===== config.mk =====
export PLATFORM = sky130hd
export DESIGN_NAME = pipe_ctrl
export DESIGN_NICKNAME = d
export VERILOG_FILES = /design/src/rtl/pipe_ctrl_pkg.sv /design/src/rtl/pipe_ctrl_sat_counter.sv /design/src/rtl/pipe_ctrl.sv
export SDC_FILE = /design/constraint.sdc
export NUM_CORES = 1
export LEC_CHECK = 0
export ABC_AREA = 1
export CAP_MARGIN = 5
export CORE_ASPECT_RATIO = 1.4
export CORE_UTILIZATION = 54
export CTS_BUF_LIST = sky130_fd_sc_hd__clkbuf_8
export DETAILED_ROUTE_END_ITERATION = 8
export PLACE_DENSITY = 0.83
export RECOVER_POWER = 50
export REMOVE_ABC_BUFFERS = 1
export SLEW_MARGIN = 20
export SYNTH_ARGS = -nofsm -noshare
export SYNTH_HDL_FRONTEND = slang
export SYNTH_HIERARCHICAL = 1
export SYNTH_SLANG_ARGS = --single-unit

===== constraint.sdc =====
create_clock -name clk -period 1.95 [get_ports clk]
set_input_delay 0.2925 -clock clk [delete_from_list [all_inputs] [get_ports clk]]
set_output_delay 0.2925 -clock clk [all_outputs]
set_load 0.03 [all_outputs]

===== src/rtl/pipe_ctrl_pkg.sv =====
// Shared types and constants for the pipeline sequencer: FSM state encoding,
// the bundled enable/flush control vector and its canned patterns.
package pipe_ctrl_pkg;

  // Sequencer states
  typedef enum logic [1:0] {
    RUN      = 2'd0,
    MEM_WAIT = 2'd1,
    DRAIN    = 2'd2,
    HALTED   = 2'd3
  } state_e;

  // One bit per pipeline-register control; a flush loads a NOP bubble
  typedef struct packed {
    logic pc_en;
    logic ifid_en;
    logic idex_en;
    logic exmem_en;
    logic memwb_en;
    logic ifid_flush;
    logic idex_flush;
    logic memwb_flush;
  } ctrl_t;

  localparam int DEF_MEM_TIMEOUT = 15;
  localparam int DEF_DRAIN_CYC   = 3;

  // Reset: nothing advances, every bubble-capable register is cleared
  localparam ctrl_t CTRL_RESET = '{pc_en: 1'b0, ifid_en: 1'b0, idex_en: 1'b0,
                                   exmem_en: 1'b0, memwb_en: 1'b0,
                                   ifid_flush: 1'b1, idex_flush: 1'b1,
                                   memwb_flush: 1'b1};

  // Normal flow: every stage advances
  localparam ctrl_t CTRL_RUN = '{pc_en: 1'b1, ifid_en: 1'b1, idex_en: 1'b1,
                                 exmem_en: 1'b1, memwb_en: 1'b1,
                                 ifid_flush: 1'b0, idex_flush: 1'b0,
                                 memwb_flush: 1'b0};

  // Data memory busy: whole pipe frozen, WB gets a bubble so the frozen
  // MEM result is not written back twice
  localparam ctrl_t CTRL_FREEZE = '{pc_en: 1'b0, ifid_en: 1'b0, idex_en: 1'b0,
                                    exmem_en: 1'b0, memwb_en: 1'b0,
                                    ifid_flush: 1'b0, idex_flush: 1'b0,
                                    memwb_flush: 1'b1};

  // Taken branch: redirect PC and squash the two wrong-path instructions
  localparam ctrl_t CTRL_BRANCH = '{pc_en: 1'b1, ifid_en: 1'b1, idex_en: 1'b1,
                                    exmem_en: 1'b1, memwb_en: 1'b1,
                                    ifid_flush: 1'b1, idex_flush: 1'b1,
                                    memwb_flush: 1'b0};

  // Hold IF/ID, push a bubble into ID/EX, let EX..WB drain forward
  localparam ctrl_t CTRL_BUBBLE = '{pc_en: 1'b0, ifid_en: 1'b0, idex_en: 1'b1,
                                    exmem_en: 1'b1, memwb_en: 1'b1,
                                    ifid_flush: 1'b0, idex_flush: 1'b1,
                                    memwb_flush: 1'b0};

  // Instruction fetch not ready: bubble into IF/ID, downstream keeps going
  localparam ctrl_t CTRL_FETCH_WAIT = '{pc_en: 1'b0, ifid_en: 1'b1, idex_en: 1'b1,
                                        exmem_en: 1'b1, memwb_en: 1'b1,
                                        ifid_flush: 1'b1, idex_flush: 1'b0,
                                        memwb_flush: 1'b0};

  // Halted core: everything held, no flushes
  localparam ctrl_t CTRL_IDLE = '{pc_en: 1'b0, ifid_en: 1'b0, idex_en: 1'b0,
                                  exmem_en: 1'b0, memwb_en: 1'b0,
                                  ifid_flush: 1'b0, idex_flush: 1'b0,
                                  memwb_flush: 1'b0};

endpackage


===== src/rtl/pipe_ctrl_sat_counter.sv =====
// Saturating up-counter with synchronous clear, used for performance counters.
module sat_counter #(
  parameter int W = 16
) (
  input  logic         clk,
  input  logic         clr,
  input  logic         inc,
  output logic [W-1:0] cnt
);

  logic [W-1:0] cnt_reg;

  // Count up on inc, stick at all-ones, clear has priority
  always_ff @(posedge clk) begin
    if (clr) begin
      cnt_reg <= '0;
    end else if (inc && (cnt_reg != {W{1'b1}})) begin
      cnt_reg <= cnt_reg + 1'b1;
    end
  end

  assign cnt = cnt_reg;

endmodule


===== src/rtl/pipe_ctrl.sv =====
// Central sequencer for the 5-stage pipeline: merges hazard requests into
// per-register enables/flushes, tracks multi-cycle data waits and halt drain,
// and counts stall cycles and branch flushes.
module pipe_ctrl
  import pipe_ctrl_pkg::*;
#(
  parameter int CNT_W       = 16,
  parameter int MEM_TIMEOUT = DEF_MEM_TIMEOUT,
  parameter int DRAIN_CYC   = DEF_DRAIN_CYC
) (
  input  logic             clk,
  input  logic             rst,
  input  logic             Need_Stall,
  input  logic             EX__Branch_Taken,
  input  logic             ID__Halt,
  input  logic             Imem_Ready,
  input  logic             EXmem__MemEnable,
  input  logic             Dmem_Ready,
  output logic             PC_En,
  output logic             IFid_En,
  output logic             IDex_En,
  output logic             EXmem_En,
  output logic             MEMwb_En,
  output logic             IFid_Flush,
  output logic             IDex_Flush,
  output logic             MEMwb_Flush,
  output logic             Halted,
  output logic             Mem_Timeout,
  output logic [CNT_W-1:0] Stall_Cnt,
  output logic [CNT_W-1:0] Flush_Cnt
);

  localparam int WAIT_W  = $clog2(MEM_TIMEOUT + 1);
  localparam int DRAIN_W = (DRAIN_CYC > 1) ? $clog2(DRAIN_CYC) : 1;
  localparam logic [WAIT_W-1:0]  WAIT_LIMIT = WAIT_W'(MEM_TIMEOUT);
  localparam logic [DRAIN_W-1:0] DRAIN_LAST = DRAIN_W'(DRAIN_CYC - 1);

  state_e              state_reg, state_next;
  logic [WAIT_W-1:0]   wait_cnt_reg, wait_cnt_next;
  logic [DRAIN_W-1:0]  drain_cnt_reg, drain_cnt_next;
  logic                mem_timeout_reg;
  ctrl_t               ctrl;
  logic                stall_inc;
  logic                flush_inc;
  logic                mem_busy;

  assign mem_busy = EXmem__MemEnable && !Dmem_Ready;

  // State and wait/drain counters; timeout flag is sticky until reset
  always_ff @(posedge clk) begin
    if (rst) begin
      state_reg       <= RUN;
      wait_cnt_reg    <= '0;
      drain_cnt_reg   <= '0;
      mem_timeout_reg <= 1'b0;
    end else begin
      state_reg     <= state_next;
      wait_cnt_reg  <= wait_cnt_next;
      drain_cnt_reg <= drain_cnt_next;
      if ((state_reg == MEM_WAIT) && (wait_cnt_reg == WAIT_LIMIT)) begin
        mem_timeout_reg <= 1'b1;
      end
    end
  end

  // Next-state and wait/drain counter update
  always_comb begin
    state_next     = state_reg;
    wait_cnt_next  = wait_cnt_reg;
    drain_cnt_next = drain_cnt_reg;
    case (state_reg)
      RUN: begin
        if (mem_busy) begin
          state_next    = MEM_WAIT;
          wait_cnt_next = WAIT_W'(1);
        end else if (!EX__Branch_Taken && !Need_Stall && ID__Halt) begin
          state_next     = DRAIN;
          drain_cnt_next = '0;
        end
      end
      MEM_WAIT: begin
        if (Dmem_Ready) begin
          state_next    = RUN;
          wait_cnt_next = '0;
        end else if (wait_cnt_reg != WAIT_LIMIT) begin
          // Stop at the limit so the count can never wrap back to zero
          wait_cnt_next = wait_cnt_reg + 1'b1;
        end
      end
      DRAIN: begin
        // A data wait freezes EX..WB, so the drain count holds meanwhile
        if (!mem_busy) begin
          if (drain_cnt_reg == DRAIN_LAST) begin
            state_next = HALTED;
          end else begin
            drain_cnt_next = drain_cnt_reg + 1'b1;
          end
        end
      end
      default: begin
        state_next = HALTED;
      end
    endcase
  end

  // Enable/flush vector and counter strobes, combinational in the same cycle
  always_comb begin
    ctrl      = CTRL_IDLE;
    stall_inc = 1'b0;
    flush_inc = 1'b0;
    if (rst) begin
      ctrl = CTRL_RESET;
    end else begin
      case (state_reg)
        RUN: begin
          if (mem_busy) begin
            ctrl      = CTRL_FREEZE;
            stall_inc = 1'b1;
          end else if (EX__Branch_Taken) begin
            // Stall, fetch wait and halt are all on the wrong path here
            ctrl      = CTRL_BRANCH;
            flush_inc = 1'b1;
          end else if (Need_Stall) begin
            ctrl      = CTRL_BUBBLE;
            stall_inc = 1'b1;
          end else if (ID__Halt) begin
            ctrl = CTRL_BUBBLE;
          end else if (!Imem_Ready) begin
            ctrl      = CTRL_FETCH_WAIT;
            stall_inc = 1'b1;
          end else begin
            ctrl = CTRL_RUN;
          end
        end
        MEM_WAIT: begin
          if (Dmem_Ready) begin
            ctrl = CTRL_RUN;
          end else begin
            ctrl      = CTRL_FREEZE;
            stall_inc = 1'b1;
          end
        end
        DRAIN: begin
          ctrl = mem_busy ? CTRL_FREEZE : CTRL_BUBBLE;
        end
        default: begin
          ctrl = CTRL_IDLE;
        end
      endcase
    end
  end

  sat_counter #(.W(CNT_W)) u_stall_cnt (
    .clk (clk),
    .clr (rst),
    .inc (stall_inc),
    .cnt (Stall_Cnt)
  );

  sat_counter #(.W(CNT_W)) u_flush_cnt (
    .clk (clk),
    .clr (rst),
    .inc (flush_inc),
    .cnt (Flush_Cnt)
  );

  assign PC_En       = ctrl.pc_en;
  assign IFid_En     = ctrl.ifid_en;
  assign IDex_En     = ctrl.idex_en;
  assign EXmem_En    = ctrl.exmem_en;
  assign MEMwb_En    = ctrl.memwb_en;
  assign IFid_Flush  = ctrl.ifid_flush;
  assign IDex_Flush  = ctrl.idex_flush;
  assign MEMwb_Flush = ctrl.memwb_flush;
  assign Halted      = (state_reg == HALTED);
  assign Mem_Timeout = mem_timeout_reg;

endmodule

==> impl_results.md <==
* Register area share after synthesis at 32.0%
* CTS Sinks at 41
* TritonCTS Buffers at 5
* CP max stage delay at 510 ps
* Lkg Pwr at 1.42 nW
* Syn Area/Cell at 6.23 sq um
* Die Span Y at 83.6 um
* Hold Path Class: flip-flop to flip-flop
* Rel. slew slack at 78.3%
* Distinct cells, synth at 29
* Cell Area, Synth at 2570 sq um
* Clock Skews at 5.02 ps
* Final net count at 498
* Vias in the first global route at 2612
* Initial drt markers at 123
* Critical path type: input pin to output port
* MaxCap Viol Count at 0
* Area Overhead vs Synth at 30.3%
* Placed insts at 540
* Grt total ovfl at 0
* Final setup violation count at 0
* RSZ-0062 raised after global routing: false
* Fin util at 73.8%
* Worst-Skew Late Latency at 300 ps
* Share of the synthesized area in the top cell type at 32.0%
* Peak supply drop at 0.547 mV
* Critical Path, Cell by Cell: clkdlybuf4s50_1 -> buf_4 -> inv_1 -> nand2_1 -> a21oi_2 -> buf_6
* Outcome: finished clean
* Routed WL at 6380 um
* Final hold vios at 0
* First-pass GRT wire length at 10800 um
* Cell count after synthesis at 412
* Data required, critical path at 1660 ps
* HPWL Detailed at 4980 um
* Placed instance area at 3250 sq um
* Clock Pin Slew Worst Setup and Hold Paths at 70 ps
* Number of warnings issued by yosys at 6
* Most area-hungry cell type in the Yosys netlist: dfxtp_1
* Ant diodes at 0
* H-tree Lvls at 2
* Initial DRT Pass Iterations at 4
* Initial antenna violation count at 0
* Routed vias/inst at 5.11
* Die Width at 60.3 um
* Post-route ant nets at 0
* GPL Wtd Cong at 0.910
* Initial core utilization at 56.6%
* Final Instance Area at 3350 sq um
* Commonest non-fill, non-tap cells in the layout: 119 x nand2_1, 95 x nor2_1, 39 x dfxtp_1
* Fin crit share at 94.9%
* Core ar. at 4540 sq um
* Most common cell after layout, fill and taps aside: nand2_1
* All-Layer GR Usage at 27.3%
* Port bufs at 49
* Vias at 2804
* CP Launch Type: input pin
* Max Root-Sink Buffers at 2
* Flop and latch count out of synthesis at 41
* Crit path DAT at 1560 ps
* Largest net degree at the start of global routing at 17
* Top cells by area, synth: dfxtp_1 32%, nand2_1 17%, nor2_1 12%, nand3_1 5.8%, inv_1 5.3%
* DRC Markers at 0
* Fmax at 0.541 GHz
* Die Area at 5040 sq um
* WL/cell at 11.6 um
* Fin. max-slew vios at 0
* Worst Setup End Kind: output port
* Cell Pwr Density at 826 nW/um^2
* Final cell count without fillers at 549
* Final critical-path required period at 1850 ps
* Clock root cell: clkbuf_8
* Io pins at 50
* Worst-Margin Slew at 325 ps
* Crit-path slowest cell: clkdlybuf4s50_1
* TritonCTS clock tree: done
* Layout cells sized above 1 at 15.4%
* Worst Path Max Fanout at 6
* Rows at 29
[per-layer routing]
layer | wire (um) | GRT usage [%] | up-vias | share of wire (%)
li1 | - | - | 1453 | -
met1 | 2610 | 30.0 | 1275 | 41
met2 | 3390 | 48.9 | 62 | 53
met3 | 203 | 4.34 | 14 | 3.2
met4 | 165 | 11.8 | 0 | 2.6
met5 | 0 | 0 | - | 0
[path summary, 6_finish.rpt]
kind | start | depth (start not counted) | slack [ps] | endpoint
setup reg to reg | state_reg[1] | 10 | 210 | u_stall_cnt/cnt[13]
setup / recovery | rst | 6 | 100 | PC_En
hold reg to reg | drain_cnt_reg[1] | 2 | 480 | drain_cnt_reg[1]
hold / removal | drain_cnt_reg[1] | 2 | 480 | drain_cnt_reg[1]
[cell families after synthesis]
| group | Yosys count | synth area share, % |
|---|---|---|
| AND/OR/NAND/NOR | 288 | 51.6 |
| buffers and inverters | 46 | 7.55 |
| flip-flops | 41 | 32.0 |
| AO/OA/AOI/OAI | 33 | 6.92 |
| adder cells (fa/ha/maj) | 4 | 1.95 |
[where the power goes]
group / internal [mW] / total (mW) / switching (mW)
sequential: 0.905 / 0.983 / 0.0781
combinational: 0.392 / 0.966 / 0.574
clock: 0.509 / 0.814 / 0.306
total: 1.81 / 2.76 / 0.958
[stage by stage]
step	power, mW	hold slack, ps	setup TNS, ps	setup slack, ps
global route	2.92	510	0	6.74
detailed placement	1.95	467	-940	-152
finish	2.76	477	0	100
global placement	1.92	451	-517	-124
CTS	2.78	478	0	4.49
floorplan	1.59	362	-1430	-477
[worst max-delay path, delay by kind of cell]
kind | cells | cell delay (ps)
and+or+nand+nor | 1 | 110
AOI/OAI and AO/OA | 1 | 140
buffers and inverters | 4 | 1020
[cells in the mapped netlist (all sizes together)]
cell / n
o31ai: 1
buf: 5
nor3: 3
a31oi: 1
o21ai: 5
o211ai: 2
nor2: 114
nor4: 1
nand3: 31
ha: 4
and3: 1
inv: 38
or2: 3
dfxtp: 41
nand2: 125
a21oi: 24
clkbuf: 3
nand4: 10
[layout make-up]
cell class              instances  area (sq um)
inverters                      38           143
flip-flops and latches         41           826
well taps                      62          77.6
multi-input cells             325          1500
fillers                       412          1190
repair buffers                 75           667
clock inverters                 3          65.1
clock buffers                   5          68.8
[repair_timing]
action	CTS	global route
gates cloned	0	0
resized for setup	6	5
hold buffers	0	0
endpoints found under the setup margin	5	8
buffers inserted	0	1
pin swaps	0	1
Note: power is estimated with default switching activity, not from simulation.
